File: src/rtl/tap_delay_line_if.sv
// rtl/tap_delay_line_if.sv - control, data and tap-select signal bundle for tap_delay_line
//
// Signals:
//   ce       shift enable
//   flush    synchronous clear of stage valid bits and fill counter
//   d        input word, WIDTH bits
//   d_valid  qualifies d
//   sel      tap select, SELW bits (0 = bypass, k = stage k)
//   q        selected tap data
//   q_valid  valid bit of selected tap
//   fill     number of stages holding valid data
// Modports: master drives d/ctrl/sel and reads q/fill; slave is the delay line.

interface tap_delay_line_if #(
    parameter int WIDTH = 8,
    parameter int SELW  = 2
);
    logic             ce;
    logic             flush;
    logic [WIDTH-1:0] d;
    logic             d_valid;
    logic [SELW-1:0]  sel;
    logic [WIDTH-1:0] q;
    logic             q_valid;
    logic [SELW-1:0]  fill;

    modport master (
        output ce, flush, d, d_valid, sel,
        input  q, q_valid, fill
    );

    modport slave (
        input  ce, flush, d, d_valid, sel,
        output q, q_valid, fill
    );
endinterface

File: src/rtl/tap_delay_line.sv
// rtl/tap_delay_line.sv - clock-enabled programmable delay line with valid tracking and fill count
//
// Parameters: WIDTH (word width), DEPTH (stages), SELW (derived tap-select width).
// Ports:
//   clk       rising-edge clock
//   areset_n  asynchronous active-low reset
//   bus       tap_delay_line_if.slave (ce, flush, d, d_valid, sel -> q, q_valid, fill)
// Build option: define TAP_DELAY_LINE_OUT_REG_EN to register q/q_valid after the tap mux.

module tap_delay_line #(
    parameter int WIDTH = 8,
    parameter int DEPTH = 3,
    parameter int SELW  = $clog2(DEPTH + 1)
) (
    input  logic             clk,
    input  logic             areset_n,
    tap_delay_line_if.slave  bus
);
    localparam logic [SELW-1:0] DEPTH_SEL = SELW'(DEPTH);

    logic [WIDTH-1:0] s_data [1:DEPTH];
    logic [DEPTH:1]   s_valid;
    logic [SELW-1:0]  fill_r;
    logic [SELW-1:0]  fill_next;
    logic [SELW-1:0]  sel_eff;
    logic [WIDTH-1:0] tap_data;
    logic             tap_valid;

    // Fill moves by +1 when a valid word enters and no valid word leaves the
    // last stage, -1 for the opposite; this tracks the popcount of s_valid.
    always_comb begin
        fill_next = fill_r;
        if (bus.d_valid && !s_valid[DEPTH] && (fill_r != DEPTH_SEL))
            fill_next = fill_r + SELW'(1);
        else if (!bus.d_valid && s_valid[DEPTH] && (fill_r != '0))
            fill_next = fill_r - SELW'(1);
    end

    always_ff @(posedge clk or negedge areset_n) begin
        if (!areset_n) begin
            for (int k = 1; k <= DEPTH; k++)
                s_data[k] <= '0;
            s_valid <= '0;
            fill_r  <= '0;
        end else if (bus.flush) begin
            // Data is left in place; only the qualifiers are dropped.
            s_valid <= '0;
            fill_r  <= '0;
        end else if (bus.ce) begin
            s_data[1]  <= bus.d;
            s_valid[1] <= bus.d_valid;
            for (int k = 2; k <= DEPTH; k++) begin
                s_data[k]  <= s_data[k-1];
                s_valid[k] <= s_valid[k-1];
            end
            fill_r <= fill_next;
        end
    end

    // Out-of-range selects clamp to the last stage rather than wrapping.
    assign sel_eff = (bus.sel > DEPTH_SEL) ? DEPTH_SEL : bus.sel;

    always_comb begin
        tap_data  = bus.d;
        tap_valid = bus.d_valid;
        for (int k = 1; k <= DEPTH; k++) begin
            if (sel_eff == SELW'(k)) begin
                tap_data  = s_data[k];
                tap_valid = s_valid[k];
            end
        end
    end

`ifdef TAP_DELAY_LINE_OUT_REG_EN
    logic [WIDTH-1:0] q_r;
    logic             q_valid_r;

    // Output register runs every edge, independent of ce.
    always_ff @(posedge clk or negedge areset_n) begin
        if (!areset_n) begin
            q_r       <= '0;
            q_valid_r <= 1'b0;
        end else begin
            q_r       <= tap_data;
            q_valid_r <= tap_valid & ~bus.flush;
        end
    end

    assign bus.q       = q_r;
    assign bus.q_valid = q_valid_r;
`else
    assign bus.q       = tap_data;
    assign bus.q_valid = tap_valid;
`endif

    assign bus.fill = fill_r;
endmodule

File: src/flat_wrapper.sv
// flat-port wrapper written by rule: the top's interface ports become plain ports
module tap_delay_line_flat 
#(
    parameter int WIDTH = 8,
    parameter int DEPTH = 3,
    parameter int SELW  = $clog2(DEPTH + 1)
)
  (clk, areset_n, bus_ce, bus_flush, bus_d, bus_d_valid, bus_sel, bus_q, bus_q_valid, bus_fill);
  tap_delay_line_if #(.WIDTH(WIDTH), .SELW(SELW)) bus_i ();
  input  logic clk;
  input  logic areset_n;
  input wire logic [$bits(bus_i.ce)-1:0] bus_ce;
  input wire logic [$bits(bus_i.flush)-1:0] bus_flush;
  input wire logic [$bits(bus_i.d)-1:0] bus_d;
  input wire logic [$bits(bus_i.d_valid)-1:0] bus_d_valid;
  input wire logic [$bits(bus_i.sel)-1:0] bus_sel;
  output wire logic [$bits(bus_i.q)-1:0] bus_q;
  output wire logic [$bits(bus_i.q_valid)-1:0] bus_q_valid;
  output wire logic [$bits(bus_i.fill)-1:0] bus_fill;
  assign bus_i.ce = bus_ce;
  assign bus_i.flush = bus_flush;
  assign bus_i.d = bus_d;
  assign bus_i.d_valid = bus_d_valid;
  assign bus_i.sel = bus_sel;
  assign bus_q = bus_i.q;
  assign bus_q_valid = bus_i.q_valid;
  assign bus_fill = bus_i.fill;
  tap_delay_line #(.WIDTH(WIDTH), .DEPTH(DEPTH), .SELW(SELW)) u_core (.clk(clk), .areset_n(areset_n), .bus(bus_i));
endmodule
File: config.mk
export PLATFORM = sky130hd
export DESIGN_NAME = tap_delay_line_flat
export DESIGN_NICKNAME = d
export VERILOG_FILES = /design/src/rtl/tap_delay_line_if.sv /design/src/rtl/tap_delay_line.sv /design/src/flat_wrapper.sv
export SDC_FILE = /design/constraint.sdc
export NUM_CORES = 1
export LEC_CHECK = 0
export ABC_AREA = 1
export BUFFER_PORTS_ARGS = -buffer_cell sky130_fd_sc_hd__buf_4
export CORE_MARGIN = 8
export CORE_UTILIZATION = 50
export CTS_CLUSTER_DIAMETER = 50
export DETAILED_ROUTE_END_ITERATION = 12
export PLACE_DENSITY = 0.82
export SLEW_MARGIN = 20
export SYNTH_ARGS = -nofsm -noshare
export SYNTH_HDL_FRONTEND = slang
export SYNTH_SLANG_ARGS = --single-unit
File: constraint.sdc
create_clock -name clk -period 1.21 [get_ports clk]
set_input_delay 0 -clock clk [delete_from_list [all_inputs] [get_ports clk]]
set_output_delay 0 -clock clk [all_outputs]
set_load 0.01 [all_outputs]
==> flow_summary.yaml <==
global_routing:
  grt.total_usage: 0.143
  grt_max_degree: 30
  grt_pass1_vias: 1289
  grt-ovfl-total: 0
  antenna_found_initial: 0
  grt_pass1_wl_um: 5700
timing:
  min_period_over_period: 0.973
  clock_skew_ns: 0.00957
  rsz0062_at_grt: "true"
  whs_ns: 0.00634
  slew_violations: 0
  timing.max_slew.rel_slack: 0.755
  tightest_slew_ns: 0.367
  setup_violations: 0
  hold_viol: 0
  setup_tns_ns: 0
  fin_crit_ns: 1.18
  worst_slack_ns: 0.0332
  fmax_mhz: 850
clock_network:
  ctsLongestPathBuffers: 2
  htree_levels: 2
  clock-sinks: 29
  cts_tree: "built"
  clock-root-buffer: "clkbuf_4"
  clkLatencyLatePin_ns: 0.33
  cts_buffers: 5
  clk_pin_slew_ns: 0.09
yosys:
  synth.net_count: 211
  yosysUniqueCellTypes: 25
  ys_ff_latch: 29
  synth-simple-area-share: 0.217
  yosysWarnings: 0
  synthAdderAreaFrac: 0
  synth.avg_cell_area_sq_um: 7.81
  muxShareOfSynthArea: 0
  synth_top_family_by_area: "simple AND/OR/NAND/NOR gates"
  synth_area_sq_um: 1530
  synthCells: 196
  synth-compound-area-share: 0.186
  synth_xor_area_frac: 0
  ys_seq_area_frac: 0.474
hold_path:
  hold_depth: 3
  worst_hold_path.endpoint: "u_core.s_valid[1]"
  min_from: "bus_d_valid"
  hold_path.class: "input pin to register"
detailed_routing:
  via_per_inst: 4.98
  wl_per_cell_um: 12.5
  vias: 1360
  drt_wl_total_um: 3410
  ant_nets: 0
  drtIter0Drc: 65
  dr.pass1.iters: 4
  remaining_drc_errors: 0
placement:
  place_area_sq_um: 1710
  dpl.hpwl_um: 2290
  dp.cells: 249
  globalplace.congestion: 0.743
  io_buffer_count: 25
  post-place-ws_ns: 0.125
finish:
  area_growth_pct: 27.6
  design_area_sq_um: 1950
  fin_nets: 254
  drive_above_1_share: 0.283
  fin_cells: 273
  diodes: 0
critical_path:
  cp_data_required_time_ns: 1.21
  start_kind: "register"
  crit_path_max_incr_delay_ns: 0.36
  crit_buf_inv: 2
  critical-path-top-delay-family: "flip-flops"
  crit_slowest_cell: "dfrtp_1"
  rr_worst_depth: 7
  path_max_fanout: 3
  path_cells: "inv_2 > o21ai_1 > o21ai_1 > o21ai_2 > buf_4"
  worstReg2RegStart: "u_core.bus.fill[0]"
  r2r-end: "u_core.bus.fill[1]"
  crit_top_cell: "o21ai_1"
  end_kind: "output port"
  r2r_setup_slack_ns: 0.13
  criticalPathCategory: "register to output port"
  crit_arrival_ns: 1.18
floorplanning:
  coreArea_sq_um: 2980
  dieArea_sq_um: 5090
  initial_utilization: 0.514
  die_y_um: 71.3
  ios: 26
  die_width_um: 71.3
  num_rows: 20
power:
  pwr_density_cell_nw_per_um2: 1290
  leakage_nw: 0.998
  ir_drop_v: 0.000817
job:
  drv_cap: 0
outcome:
  status: "complete, no violations"
==> timing repair <==
item | CTS | global route
setup buffers | 0 | 6
pin swaps | 0 | 17
hold buffers | 10 | 0
endpoints found under the hold margin | 38 | 0
gates resized for setup | 1 | 18
setup endpoints to repair | 1 | 9
==> routing by layer <==
layer	global-route usage	up-vias	wire, um
li1	-	706	-
met1	0.159	622	1520
met2	0.235	28	1690
met3	0.0642	4	169
met4	0.0531	0	26
met5	0	-	0
==> Yosys cell counts <==
cell type  instances  area (sq um)
inv_4              2          12.5
o21ai_1           16          80.1
o21ai_2            1          8.76
inv_1             26          97.6
inv_2              2          7.51
nand2_2            2          12.5
nand2_4            1          11.3
nor2_1            12          45.0
o211ai_1           1          7.51
o22ai_2            2          25.0
clkbuf_1           1          3.75
nor2_8             1          20.0
nand2_1           56           210
buf_6              4          45.0
nor3b_1            1          7.51
nor2_2             1          6.26
a21oi_1            6          30.0
dfrtp_1           29           726
buf_2              1          5.00
a21oi_2            1          8.76
o21ai_0           21           105
nand3_1            4          20.0
o22ai_1            3          18.8
buf_4              1          7.51
clkinv_4           1          8.76
==> stage by stage <==
step	total power, mW	utilization
2_1_floorplan	1.54	-
3_3_place_gp	1.73	0.575
3_5_place_dp	1.75	0.575
4_1_cts	2.46	0.632
5_1_grt	2.67	0.655
6_report	2.52	0.655
==> registers in the layout, indices dropped and copies added (netlist names) <==
register	cells
u_core.s_valid	3
u_core.bus.fill	2
u_core.s_data	24
==> worst max-delay path by stage <==
stage                             from            endpoint  slack [ns]  cells after the start
floorplan           u_core.bus.fill[1]  u_core.bus.fill[1]        0.20                      6
global placement    u_core.bus.fill[1]  u_core.bus.fill[1]        0.18                      6
detailed placement  u_core.bus.fill[1]  u_core.bus.fill[1]        0.12                      7
CTS                  u_core.s_data[15]            bus_q[7]        0.01                      5
global route         u_core.s_data[12]            bus_q[4]       -0.05                      5
finish               u_core.s_data[12]            bus_q[4]        0.03                      5
==> final cells by class <==
type	instances	area, sq um
inverters	31	126
repair buffers	43	363
clock buffers	7	65.1
fillers	251	1030
flip-flops and latches	29	726
multi-input cells	129	626
clock inverters	1	5.00
well taps	33	41.3
==> layout by cell type, fill, tap and decap left out, drive strengths merged, types with 4 or more instances in the layout <==
cell type     n
a21oi         7
buf          33
clkbuf        7
dfrtp        29
dlygate4sd3  10
inv          30
nand2        59
nand3         4
nor2         14
o21ai        38
o22ai         5
==> tightest hold or removal path, cell delays in order <==
cell,delay (ns)
buf_4,0.09
inv_1,0.06
o22ai_1,0.13
==> kinds of logic after synthesis <==
group | count (synthesis)
simple gates | 78
compound gates | 51
buf+inv | 38
flops | 29
==> power by group <==
group	internal (mW)	switching (mW)
Clock	0.336	0.356
Combinational	0.297	0.329
Sequential	1.11	0.0887
Total	1.74	0.773
No activity file was read; power rests on OpenSTA's default activity.
